### config.mk
export PLATFORM = sky130hd
export DESIGN_NAME = ibex_hpm_ctrl_flat
export DESIGN_NICKNAME = d
export VERILOG_FILES = /design/src/rtl/ibex_hpm_ctrl_if.sv /design/src/rtl/ibex_hpm_ctrl.sv /design/src/flat_wrapper.sv
export SDC_FILE = /design/constraint.sdc
export NUM_CORES = 1
export LEC_CHECK = 0
export CAP_MARGIN = 20
export CORE_AREA = 2 2 165 167
export DETAILED_ROUTE_END_ITERATION = 7
export DIE_AREA = 0 0 167 169
export GPL_TIMING_DRIVEN = 0
export PLACE_DENSITY_LB_ADDON = 0.12
export REMOVE_ABC_BUFFERS = 1
export SETUP_SLACK_MARGIN = 0.2
export SKIP_CTS_REPAIR_TIMING = 1
export SLEW_MARGIN = 15
export SYNTH_ARGS = -nofsm -noshare
export SYNTH_HDL_FRONTEND = slang
export SYNTH_SLANG_ARGS = --single-unit
### constraint.sdc
create_clock -name clk_i -period 3.5 [get_ports clk_i]
set_clock_uncertainty 0.2 [all_clocks]
set_input_delay 0.875 -clock clk_i [delete_from_list [all_inputs] [get_ports clk_i]]
set_output_delay 0.875 -clock clk_i [all_outputs]
set_load 0.005 [all_outputs]
### src/rtl/ibex_hpm_ctrl_if.sv
// Bus bundle between the CSR file / event sources (master) and ibex_hpm_ctrl (slave).
interface ibex_hpm_ctrl_if #(
    parameter int NumCounters = 4,
    parameter int NumEvents   = 16
);
    logic [NumEvents-1:0]          event_i;
    logic                          cfg_we_i;
    logic [5:0]                    cfg_addr_i;
    logic [31:0]                   cfg_wdata_i;
    logic [31:0]                   cfg_rdata_o;
    logic                          cnt_we_i;
    logic                          cnt_weh_i;
    logic [4:0]                    cnt_idx_i;
    logic [31:0]                   cnt_wdata_i;
    logic [64*NumCounters-1:0]     counter_val_i;
    logic [NumCounters-1:0]        counter_inc_o;
    logic [NumCounters-1:0]        counter_we_o;
    logic [NumCounters-1:0]        counterh_we_o;
    logic [31:0]                   counter_wdata_o;
    logic                          irq_o;

    modport master (
        output event_i, cfg_we_i, cfg_addr_i, cfg_wdata_i,
        output cnt_we_i, cnt_weh_i, cnt_idx_i, cnt_wdata_i, counter_val_i,
        input  cfg_rdata_o, counter_inc_o, counter_we_o, counterh_we_o,
        input  counter_wdata_o, irq_o
    );

    modport slave (
        input  event_i, cfg_we_i, cfg_addr_i, cfg_wdata_i,
        input  cnt_we_i, cnt_weh_i, cnt_idx_i, cnt_wdata_i, counter_val_i,
        output cfg_rdata_o, counter_inc_o, counter_we_o, counterh_we_o,
        output counter_wdata_o, irq_o
    );
endinterface

### src/rtl/ibex_hpm_ctrl.sv
// HPM counter-bank controller: event select, inhibit, CSR write forwarding, overflow IRQ.
// Overflow tracking (ovf/ovf_en regs, irq_o) is built only when IBEX_HPM_OVF_IRQ_EN is defined.
module ibex_hpm_lane #(
    parameter int NumEvents = 16,
    parameter int Idx       = 0
) (
    input  logic [NumEvents-1:0] event_q,
    input  logic [NumEvents-1:0] evsel,
    input  logic                 inhibit,
    input  logic                 cnt_we,
    input  logic                 cnt_weh,
    input  logic [4:0]           cnt_idx,
    output logic                 inc,
    output logic                 we,
    output logic                 weh
);
    logic hit;

    assign hit = (cnt_idx == 5'(Idx));
    // High write takes priority over a simultaneous low write.
    assign we  = cnt_we & ~cnt_weh & hit;
    assign weh = cnt_weh & hit;
    // A CSR write to this counter drops the coincident increment.
    assign inc = (|(event_q & evsel)) & ~inhibit & ~we & ~weh;
endmodule

module ibex_hpm_ctrl #(
    parameter int NumCounters  = 4,
    parameter int NumEvents    = 16,
    parameter int CounterWidth = 40
) (
    input logic             clk_i,
    input logic             rst_i,
    ibex_hpm_ctrl_if.slave  bus
);
    logic [NumEvents-1:0]                  event_q;
    logic [NumCounters-1:0]                inhibit;
    logic [NumCounters-1:0][NumEvents-1:0] evsel;
    logic [NumCounters-1:0]                inc, we, weh;
    logic                                  unused_in;

    assign unused_in = ^{bus.cfg_wdata_i, bus.counter_val_i};

    for (genvar k = 0; k < NumCounters; k++) begin : g_lane
        ibex_hpm_lane #(
            .NumEvents (NumEvents),
            .Idx       (k)
        ) u_lane (
            .event_q (event_q),
            .evsel   (evsel[k]),
            .inhibit (inhibit[k]),
            .cnt_we  (bus.cnt_we_i),
            .cnt_weh (bus.cnt_weh_i),
            .cnt_idx (bus.cnt_idx_i),
            .inc     (inc[k]),
            .we      (we[k]),
            .weh     (weh[k])
        );
    end

    assign bus.counter_inc_o   = inc;
    assign bus.counter_we_o    = we;
    assign bus.counterh_we_o   = weh;
    assign bus.counter_wdata_o = bus.cnt_wdata_i;

    always_ff @(posedge clk_i or posedge rst_i) begin
        if (rst_i) begin
            event_q <= '0;
            inhibit <= '0;
            evsel   <= '0;
        end else begin
            event_q <= bus.event_i;
            if (bus.cfg_we_i) begin
                if (bus.cfg_addr_i == 6'd0)
                    inhibit <= bus.cfg_wdata_i[NumCounters-1:0];
                for (int k = 0; k < NumCounters; k++)
                    if (bus.cfg_addr_i == 6'(3 + k))
                        evsel[k] <= bus.cfg_wdata_i[NumEvents-1:0];
            end
        end
    end

`ifdef IBEX_HPM_OVF_IRQ_EN
    logic [NumCounters-1:0] ovf, ovf_en, ovf_set, ovf_clr;

    // Wrap is detected on the implemented width only; upper bits are don't-care.
    for (genvar k = 0; k < NumCounters; k++) begin : g_ovf
        assign ovf_set[k] = inc[k] & (&bus.counter_val_i[64*k +: CounterWidth]);
    end

    assign ovf_clr = (bus.cfg_we_i && bus.cfg_addr_i == 6'd1) ?
                     bus.cfg_wdata_i[NumCounters-1:0] : '0;

    always_ff @(posedge clk_i or posedge rst_i) begin
        if (rst_i) begin
            ovf    <= '0;
            ovf_en <= '0;
        end else begin
            ovf <= (ovf & ~ovf_clr) | ovf_set;
            if (bus.cfg_we_i && bus.cfg_addr_i == 6'd2)
                ovf_en <= bus.cfg_wdata_i[NumCounters-1:0];
        end
    end

    assign bus.irq_o = |(ovf & ovf_en);
`else
    assign bus.irq_o = 1'b0;
`endif

    always_comb begin
        bus.cfg_rdata_o = '0;
        if (bus.cfg_addr_i == 6'd0)
            bus.cfg_rdata_o = 32'(inhibit);
`ifdef IBEX_HPM_OVF_IRQ_EN
        if (bus.cfg_addr_i == 6'd1)
            bus.cfg_rdata_o = 32'(ovf);
        if (bus.cfg_addr_i == 6'd2)
            bus.cfg_rdata_o = 32'(ovf_en);
`endif
        for (int k = 0; k < NumCounters; k++)
            if (bus.cfg_addr_i == 6'(3 + k))
                bus.cfg_rdata_o = 32'(evsel[k]);
    end
endmodule
### src/flat_wrapper.sv
// flat-port wrapper written by rule: the top's interface ports become plain ports
module ibex_hpm_ctrl_flat 
#(
    parameter int NumCounters  = 4,
    parameter int NumEvents    = 16,
    parameter int CounterWidth = 40
)
  (clk_i, rst_i, bus_event_i, bus_cfg_we_i, bus_cfg_addr_i, bus_cfg_wdata_i, bus_cnt_we_i, bus_cnt_weh_i, bus_cnt_idx_i, bus_cnt_wdata_i, bus_counter_val_i, bus_cfg_rdata_o, bus_counter_inc_o, bus_counter_we_o, bus_counterh_we_o, bus_counter_wdata_o, bus_irq_o);
  ibex_hpm_ctrl_if #(.NumCounters(NumCounters), .NumEvents(NumEvents)) bus_i ();
  input logic clk_i;
  input logic rst_i;
  input wire logic [$bits(bus_i.event_i)-1:0] bus_event_i;
  input wire logic [$bits(bus_i.cfg_we_i)-1:0] bus_cfg_we_i;
  input wire logic [$bits(bus_i.cfg_addr_i)-1:0] bus_cfg_addr_i;
  input wire logic [$bits(bus_i.cfg_wdata_i)-1:0] bus_cfg_wdata_i;
  input wire logic [$bits(bus_i.cnt_we_i)-1:0] bus_cnt_we_i;
  input wire logic [$bits(bus_i.cnt_weh_i)-1:0] bus_cnt_weh_i;
  input wire logic [$bits(bus_i.cnt_idx_i)-1:0] bus_cnt_idx_i;
  input wire logic [$bits(bus_i.cnt_wdata_i)-1:0] bus_cnt_wdata_i;
  input wire logic [$bits(bus_i.counter_val_i)-1:0] bus_counter_val_i;
  output wire logic [$bits(bus_i.cfg_rdata_o)-1:0] bus_cfg_rdata_o;
  output wire logic [$bits(bus_i.counter_inc_o)-1:0] bus_counter_inc_o;
  output wire logic [$bits(bus_i.counter_we_o)-1:0] bus_counter_we_o;
  output wire logic [$bits(bus_i.counterh_we_o)-1:0] bus_counterh_we_o;
  output wire logic [$bits(bus_i.counter_wdata_o)-1:0] bus_counter_wdata_o;
  output wire logic [$bits(bus_i.irq_o)-1:0] bus_irq_o;
  assign bus_i.event_i = bus_event_i;
  assign bus_i.cfg_we_i = bus_cfg_we_i;
  assign bus_i.cfg_addr_i = bus_cfg_addr_i;
  assign bus_i.cfg_wdata_i = bus_cfg_wdata_i;
  assign bus_i.cnt_we_i = bus_cnt_we_i;
  assign bus_i.cnt_weh_i = bus_cnt_weh_i;
  assign bus_i.cnt_idx_i = bus_cnt_idx_i;
  assign bus_i.cnt_wdata_i = bus_cnt_wdata_i;
  assign bus_i.counter_val_i = bus_counter_val_i;
  assign bus_cfg_rdata_o = bus_i.cfg_rdata_o;
  assign bus_counter_inc_o = bus_i.counter_inc_o;
  assign bus_counter_we_o = bus_i.counter_we_o;
  assign bus_counterh_we_o = bus_i.counterh_we_o;
  assign bus_counter_wdata_o = bus_i.counter_wdata_o;
  assign bus_irq_o = bus_i.irq_o;
  ibex_hpm_ctrl #(.NumCounters(NumCounters), .NumEvents(NumEvents), .CounterWidth(CounterWidth)) u_core (.clk_i(clk_i), .rst_i(rst_i), .bus(bus_i));
endmodule
Yosys cells after proc, flatten, opt, wreduce, memory -nomap -nowiden
Index checks and enable logic that the tools add are counted.
- eq/ne operators: 7
- muxes and demuxes: 5
- bitwise gates (word level): 38
- reduce and logical (&&, ||, !) cells: 11
- operators by type and width (operator ; count):
    AND 16 bit ; 4
    two-way mux 16 bit ; 4
    OR reduction 16 bit ; 4
    AND 1 bit ; 21
    equality test 6 x 3 -> 1 bit, second input constant ; 3
    inverter 1 bit ; 13
    equality test 5 x 2 -> 1 bit, second input constant ; 2
    AND reduction 2 bit ; 5
    equality test 6 x 2 -> 1 bit, second input constant ; 1
    zero test 6 bit ; 1
    equality test 5 x 1 -> 1 bit, second input constant ; 1
    zero test 5 bit ; 1
    two-way mux 4 bit ; 1
- output and inout bits: 77
- flip-flop bits (word level): 84
- input port bits: 352

Depth between registers and ports, before layout
Gate-level depths: netlist of the first run.
- depth after elaboration: 6
- mapped depth: 6

Cells and area by module
A second synthesis of the first run with hierarchy kept.
- cell total of the unflattened synthesis: 379
- area total of the unflattened synthesis: 4530.6 sq um
- modules (own cells, without submodules) (module ; cells each ; area an instance (sq um) ; instances):
    ibex_hpm_ctrl ; 317 ; 3986.3 ; 1
    ibex_hpm_lane at u_core.g_lane[1].u_lane ... ; 15 ; 148.9 ; 2
    ibex_hpm_lane at u_core.g_lane[3].u_lane ; 17 ; 126.4 ; 1
    ibex_hpm_lane at u_core.g_lane[0].u_lane ; 15 ; 120.1 ; 1

Worst setup path after synthesis of the first run
OpenSTA, ideal clock, no wires.
- path kind: input-to-output
- start point: input bus_cfg_addr_i[2]
- end point: output bus_cfg_rdata_o[10]
- data arrival time: 1868 ps
- stages on the path: 5
- buffers on the path: 1
- setup slack: 557 ps
- cell sequence: and2b_1 and2_1 clkbuf_1 a21oi_1 o21ai_0
- word-level cells in the longest chain between the ends: 5
- elaborated cells on any way between the ends: 8
- classes of those cells: 4 x eq/ne; 4 x mux
- RTL lines (item ; RTL line ; source):
    start: declaration ; flat_wrapper.sv:14 ; input wire logic [$bits(bus_i.cfg_addr_i)-1:0] bus_cfg_addr_i;
    equality test 6 x 2 -> 1 bit ; ibex_hpm_ctrl.sv:121 ; if (bus.cfg_addr_i == 6'(3 + k))
    two-way mux 16 bit (3 in a row) ; ibex_hpm_ctrl.sv:121 ;
    two-way mux 16 bit (*) ; ibex_hpm_ctrl.sv:121 ;
    end: declaration ; flat_wrapper.sv:21 ; output wire logic [$bits(bus_i.cfg_rdata_o)-1:0] bus_cfg_rdata_o;
Every way passes the cells marked *; elsewhere a longest branch is shown, timed or not.

Final worst setup path of the first run
- start point: input bus_cnt_idx_i[4]
- end point: output bus_counterh_we_o[2]
- word-level cells in the longest chain between the ends: 2
- RTL lines (item ; RTL line ; source):
    start: declaration ; flat_wrapper.sv:18 ; input wire logic [$bits(bus_i.cnt_idx_i)-1:0] bus_cnt_idx_i;
    equality test 5 x 2 -> 1 bit ; ibex_hpm_ctrl.sv:19 ; assign hit = (cnt_idx == 5'(Idx));
    AND 1 bit ; ibex_hpm_ctrl.sv:22 ; assign weh = cnt_weh & hit;
    end: declaration ; flat_wrapper.sv:24 ; output wire logic [$bits(bus_i.counterh_we_o)-1:0] bus_counterh_we_o;
Every way passes these cells.

==> metrics.yaml, run 1 <==
outcome: "finished, final reports clean"
cts_root_buf: "clkbuf_16"
antenna_found_initial: 0
num_rows: 60
cellInternalPower_w: 0.00197
die_h_um: 169
pwr-share-comb_pct: 16.8
gp_congestion: 0.825
clk_pin_slew_worst_paths_ns: 0.06
hpwl_mm: 19.6
peakVddDrop_mv: 0.192
p_per_area_nw_per_um2: 459
drv_cap: 0
slew_headroom_pct: 52.0
synth.cells.most_frequent: "dfrtp_1, buf_4, mux2_2"
period_share_pct: 94.9
synth_compound_area_share_pct: 12.6
finalPower_w: 0.00274
r2r_slack_ns: 2.45
core_area_um2: 26500
cts_buffers: 9
hp-class: "flop to flop"
setup.worst_path.class: "input pin to output port"
layout-drive-gt1-share_pct: 30.4
p_seq_share_pct: 44.4
synthMuxAreaShare_pct: 18.2
worst_setup_path_start_kind: "input pin"
min_period_ns: 3.32
drv_slew: 0
grt_pass1_vias: 3239
grt_max_degree: 47
cp.required_ns: 2.42
synthArstFlopShare_pct: 100
tightest_slew_ns: 0.718
synth_ff_type: "dfrtp_1"
cp.arrival_ns: 2.25
ys_seq_elements: 84
synth-warning-count: 0
initial_core_util_pct: 16.9
syn_area_per_cell_um2: 11.1
leakage_nw: 3.00
hp-start: "u_core.evsel[52]"
cts_sinks: 84
synth_area_leaders: "dfrtp_1, mux2_2, buf_4"
power_frac_clock_pct: 38.8
netlist.area_leader.share_pct: 47.0
portBuffers: 75
synth_cells: 401
yosysSeqAreaShare_pct: 47.0
synth_edf_count: 0
grt-ovfl-total: 0
crit_path_end_kind: "output port"
yosysTopAreaCell: "dfrtp_1"
ios: 429
netlist_area_um2: 4470
grt_pass1_wl_mm: 31.0
dp_slack_ns: -1.70
synth_fa_ha_area_share_pct: 0
hold_ws_ns: 0.343
fmax_ghz: 0.301
rsz0062_at_grt: "true"
final_core_util_pct: 22.5
synth_top_family_by_area: "multiplexers"
htreeDepth: 3
dieArea_um2: 28200
avgRoutedWirePerCell_um: 30.8
p_sw_w: 0.000768
drt_iter0_drc: 296
ys_types: 40
via_per_inst: 4.30
cts_buffer_depth: 2
areaGrowthSynthToFinish_pct: 33.6
dr.pass1.iters: 5
yosysMostFrequentCell: "dfrtp_1"
cts_tree: "done"
finalHoldViolCount: 0
detail-route-antenna-nets: 0
fin_nets: 798
setup-violations-final: 0
num_vias: 3406
crit_start: "bus_cnt_idx_i[4]"
drc: 0
synth-xor-area-share_pct: 0
die_w_um: 167
switching_share_pct: 28.0
reg2reg_from: "u_core.evsel[35]"
grt_use_total_pct: 16.7
routed_wl_mm: 24.4
cp_max_fo: 4
clock_latency_ns: 0.35
worst_slack_ns: 0.179
synthSimpleGateAreaFrac_pct: 9.80
==> cell type report <==
class | count | area, µm²
Clock buffer | 9 | 225
Fill cell | 2869 | 20500
Antenna cell | 1 | 2.50
Tap cell | 341 | 427
Multi-Input combinational cell | 255 | 2070
Clock inverter | 7 | 98.8
Inverter | 4 | 17.5
Sequential cell | 84 | 2100
Timing Repair Buffer | 92 | 1020
==> critical path: stages <==
cell	delay [ns]
dlymetal6s2s_1	0.14
nor3_4	0.32
nand2_4	0.15
nor2_4	0.21
clkdlybuf4s50_1	0.54
==> worst paths after layout <==
check | cells past startpoint | endpoint
max in group asynchronous | 3 | u_core.evsel[22]
min reg2reg | 1 | u_core.evsel[52]
min in group asynchronous | 2 | u_core.event_q[5]
max | 5 | bus_counterh_we_o[2]
max reg2reg | 1 | u_core.evsel[35]
min | 1 | u_core.evsel[52]
==> state kept, by name (all words and copies together), names as in the netlist <==
signal	count
u_core.event_q	16
u_core.evsel	64
u_core.inhibit	4
==> routing by layer <==
layer | track usage [%] | wire, µm | vias up | share of wire (%)
met5 | 0 | 0 | - | 0
li1 | - | - | 1466 | -
met4 | 4.50 | 438 | 0 | 1.8
met1 | 17.5 | 8400 | 1702 | 34
met3 | 9.77 | 3170 | 16 | 13
met2 | 28.5 | 12400 | 222 | 51
==> through the flow <==
step	cells	setup TNS, ns	instance area [µm²]
after floorplan	341	0	4000
after global placement	757	-195.09	5170
after detailed placement	759	-73.71	5220
after CTS	775	-50.81	5540
after global routing	792	0	5970
final	793	0	5970
==> logic make-up (layout without fill, tap and decap cells) <==
logic type             count (synthesis)  in the layout
and+or+nand+nor                       86             88
DFF                                   84             84
other                                  1             18
muxes                                 69             69
AOI/OAI and AO/OA                     81             81
buffers and inverters                 80            112
==> placed cells by master (no fill, tap or decap), types with 5 or more instances in the layout <==
cell             count
dfrtp_1             84
mux2_2              58
clkdlybuf4s50_1     36
dlymetal6s2s_1      35
nor2_1              29
conb_1              17
a22o_1              16
a221oi_1            16
nand2_1             13
a21oi_1             13
o21ai_0             12
buf_4               12
mux2_4              10
o21ai_1              9
clkbuf_16            9
nor2_4               5
==> power groups by stage <==
stage | clock (W) | sequential (W) | combinational (W)
global route | 0.00113 | 0.00123 | 0.000495
global placement | 0 | 0.00123 | 0.000427
finish | 0.00106 | 0.00122 | 0.000460
detailed placement | 0 | 0.00123 | 0.000435
floorplan | 0 | 0.00117 | 0.000241
CTS | 0.00109 | 0.00121 | 0.000437
Power figures use the tool's default switching activity.
==> run 2: changes to the inputs <==
Settings changed: CORE_AREA 2 2 165 167 to 2 2 168 170, DIE_AREA 0 0 167 169 to 0 0 170 172.
Clock period 3.5 ns to 2.9 ns, I/O delays scaled along.
==> run 2 against run 1 <==
Effect of this change:
- clock power grew 14%
- critical path depth grew 3
- core utilization grew 0.54 points
- largest cell class is now multi-input gates
- largest power group unchanged
==> metrics.yaml, run 2 (synthesis results as in run 1) <==
grt_max_degree: 49
antenna_found_initial: 1
cts_buffer_depth: 2
cpMaxStageDelayCell: "and2b_4"
reg.largest.list: "u_core.evsel x64, u_core.event_q x16, u_core.inhibit x4"
placed_area_um2: 5250
grt-ovfl-total: 0
worstHoldPathCells: 1
die_h_um: 172
htreeDepth: 3
crit_chain: "buf_12 -> buf_12 -> and2b_4 -> and3_4 -> buf_8 -> nand2_2 -> o21ai_2 -> buf_2"
drc: 0
via_per_inst: 4.28
final_core_util_pct: 23.1
areaGrowthSynthToFinish_pct: 41.8
initial_core_util_pct: 16.3
cp_common_cell: "buf_12"
final_cell_mix: "dfrtp_1, mux2_2, clkdlybuf4s50_1"
worst_slack_ns: 0.0630
r2r_slack_ns: 1.83
critical-path-max-stage-delay_ns: 0.30
drv_slew: 0
peakVddDrop_mv: 0.224
reg2reg_from: "u_core.evsel[49]"
cp.required_ns: 1.98
core_area_um2: 27500
detail-route-antenna-nets: 0
num_rows: 61
fmax_ghz: 0.352
finalPower_w: 0.00334
hp-class: "flop to flop"
outcome: "finished, final reports clean"
num_vias: 3507
slew_headroom_pct: 59.9
hpwl_mm: 20.3
setup-violations-final: 0
largest_reg_flops: 64
nFillCells: 2962
grt_use_total_pct: 17.0
crit_family: "simple AND/OR/NAND/NOR gates"
dieArea_um2: 29200
r2r-end: "u_core.evsel[49]"
drt_iter0_drc: 224
leakage_nw: 2.92
die_w_um: 170
hp-start: "u_core.evsel[44]"
stdcell_area_um2: 6340
worst_setup_path_start_kind: "input pin"
avgRoutedWirePerCell_um: 31.2
drv_cap: 0
fin_nets: 819
cts_buffers: 9
tightest_slew_ns: 0.601
layout-drive-gt1-share_pct: 48.1
clock_latency_ns: 0.35
dp_slack_ns: -2.04
min_to: "u_core.evsel[44]"
cts_sinks: 84
finalHoldViolCount: 0
portBuffers: 75
reg2reg_depth: 1
cp.arrival_ns: 1.91
final_common_cell: "dfrtp_1"
gp_congestion: 0.846
min_period_ns: 2.84
crit_path_end_kind: "output port"
path_buf_inv: 4
rsz0062_at_grt: "true"
grt_pass1_wl_mm: 32.1
max_flop_register: "u_core.evsel"
period_share_pct: 97.8
cts_tree: "done"
grt_pass1_vias: 3337
setup.worst_path.class: "input pin to output port"
dr.pass1.iters: 4
routed_wl_mm: 25.6
cp_max_fo: 8
setup_tns_ns: 0
cts_root_buf: "clkbuf_16"
ios: 429
clk_pin_slew_worst_paths_ns: 0.07
p_per_area_nw_per_um2: 527
## run 2: through the flow
stage	std cells	hold WS [ns]
after CTS	782	0.332
after global routing	818	0.357
final	820	0.335
after detailed placement	766	0.316
after floorplan	341	0.294
after global placement	762	0.313
## run 2: cell type report
class / instances / area, µm² / area share, %
Clock inverter: 7 / 73.8 / 1.16
Antenna cell: 2 / 5.00 / 0.0790
Tap cell: 346 / 433 / 6.83
Clock buffer: 9 / 225 / 3.55
Multi-Input combinational cell: 255 / 2340 / 37.0
Inverter: 4 / 17.5 / 0.276
Sequential cell: 84 / 2110 / 33.3
Timing Repair Buffer: 113 / 1130 / 17.9
## run 2: power by group
group	internal, W	switching, W	total, W
Combinational	0.000361	0.000281	0.000641
Sequential	0.00131	0.000180	0.00149
Clock	0.000673	0.000539	0.00121
Total	0.00234	0.00100	0.00334
## run 2: worst max-delay path by stage
| stage | end | startpoint | depth (start not counted) | slack, ns |
|---|---|---|---|---|
| after floorplan | u_core.event_q[0] | rst_i | 1 | -0.19 |
| after global placement | bus_cfg_rdata_o[12] | bus_cfg_addr_i[0] | 6 | -2.07 |
| after detailed placement | bus_cfg_rdata_o[12] | bus_cfg_addr_i[0] | 6 | -2.04 |
| after CTS | bus_cfg_rdata_o[12] | bus_cfg_addr_i[0] | 6 | -2.07 |
| after global routing | bus_cfg_rdata_o[1] | bus_cfg_addr_i[0] | 7 | 0.01 |
| final | bus_cfg_rdata_o[12] | bus_cfg_addr_i[0] | 8 | 0.06 |
## run 2: routing by layer
layer	part of all wire, %	vias to the layer above	GRT usage, %
met1	33	1731	17.9
met5	0	-	0
met3	15	18	10.4
met4	1.3	0	3.46
met2	51	241	29.2
li1	-	1517	-
==> run 3: changes to the inputs <==
Settings changed: SKIP_LAST_GASP set to 1.
==> results of run 3 <==
No change in the layout: final DEF, timing and power equal those of run 2.
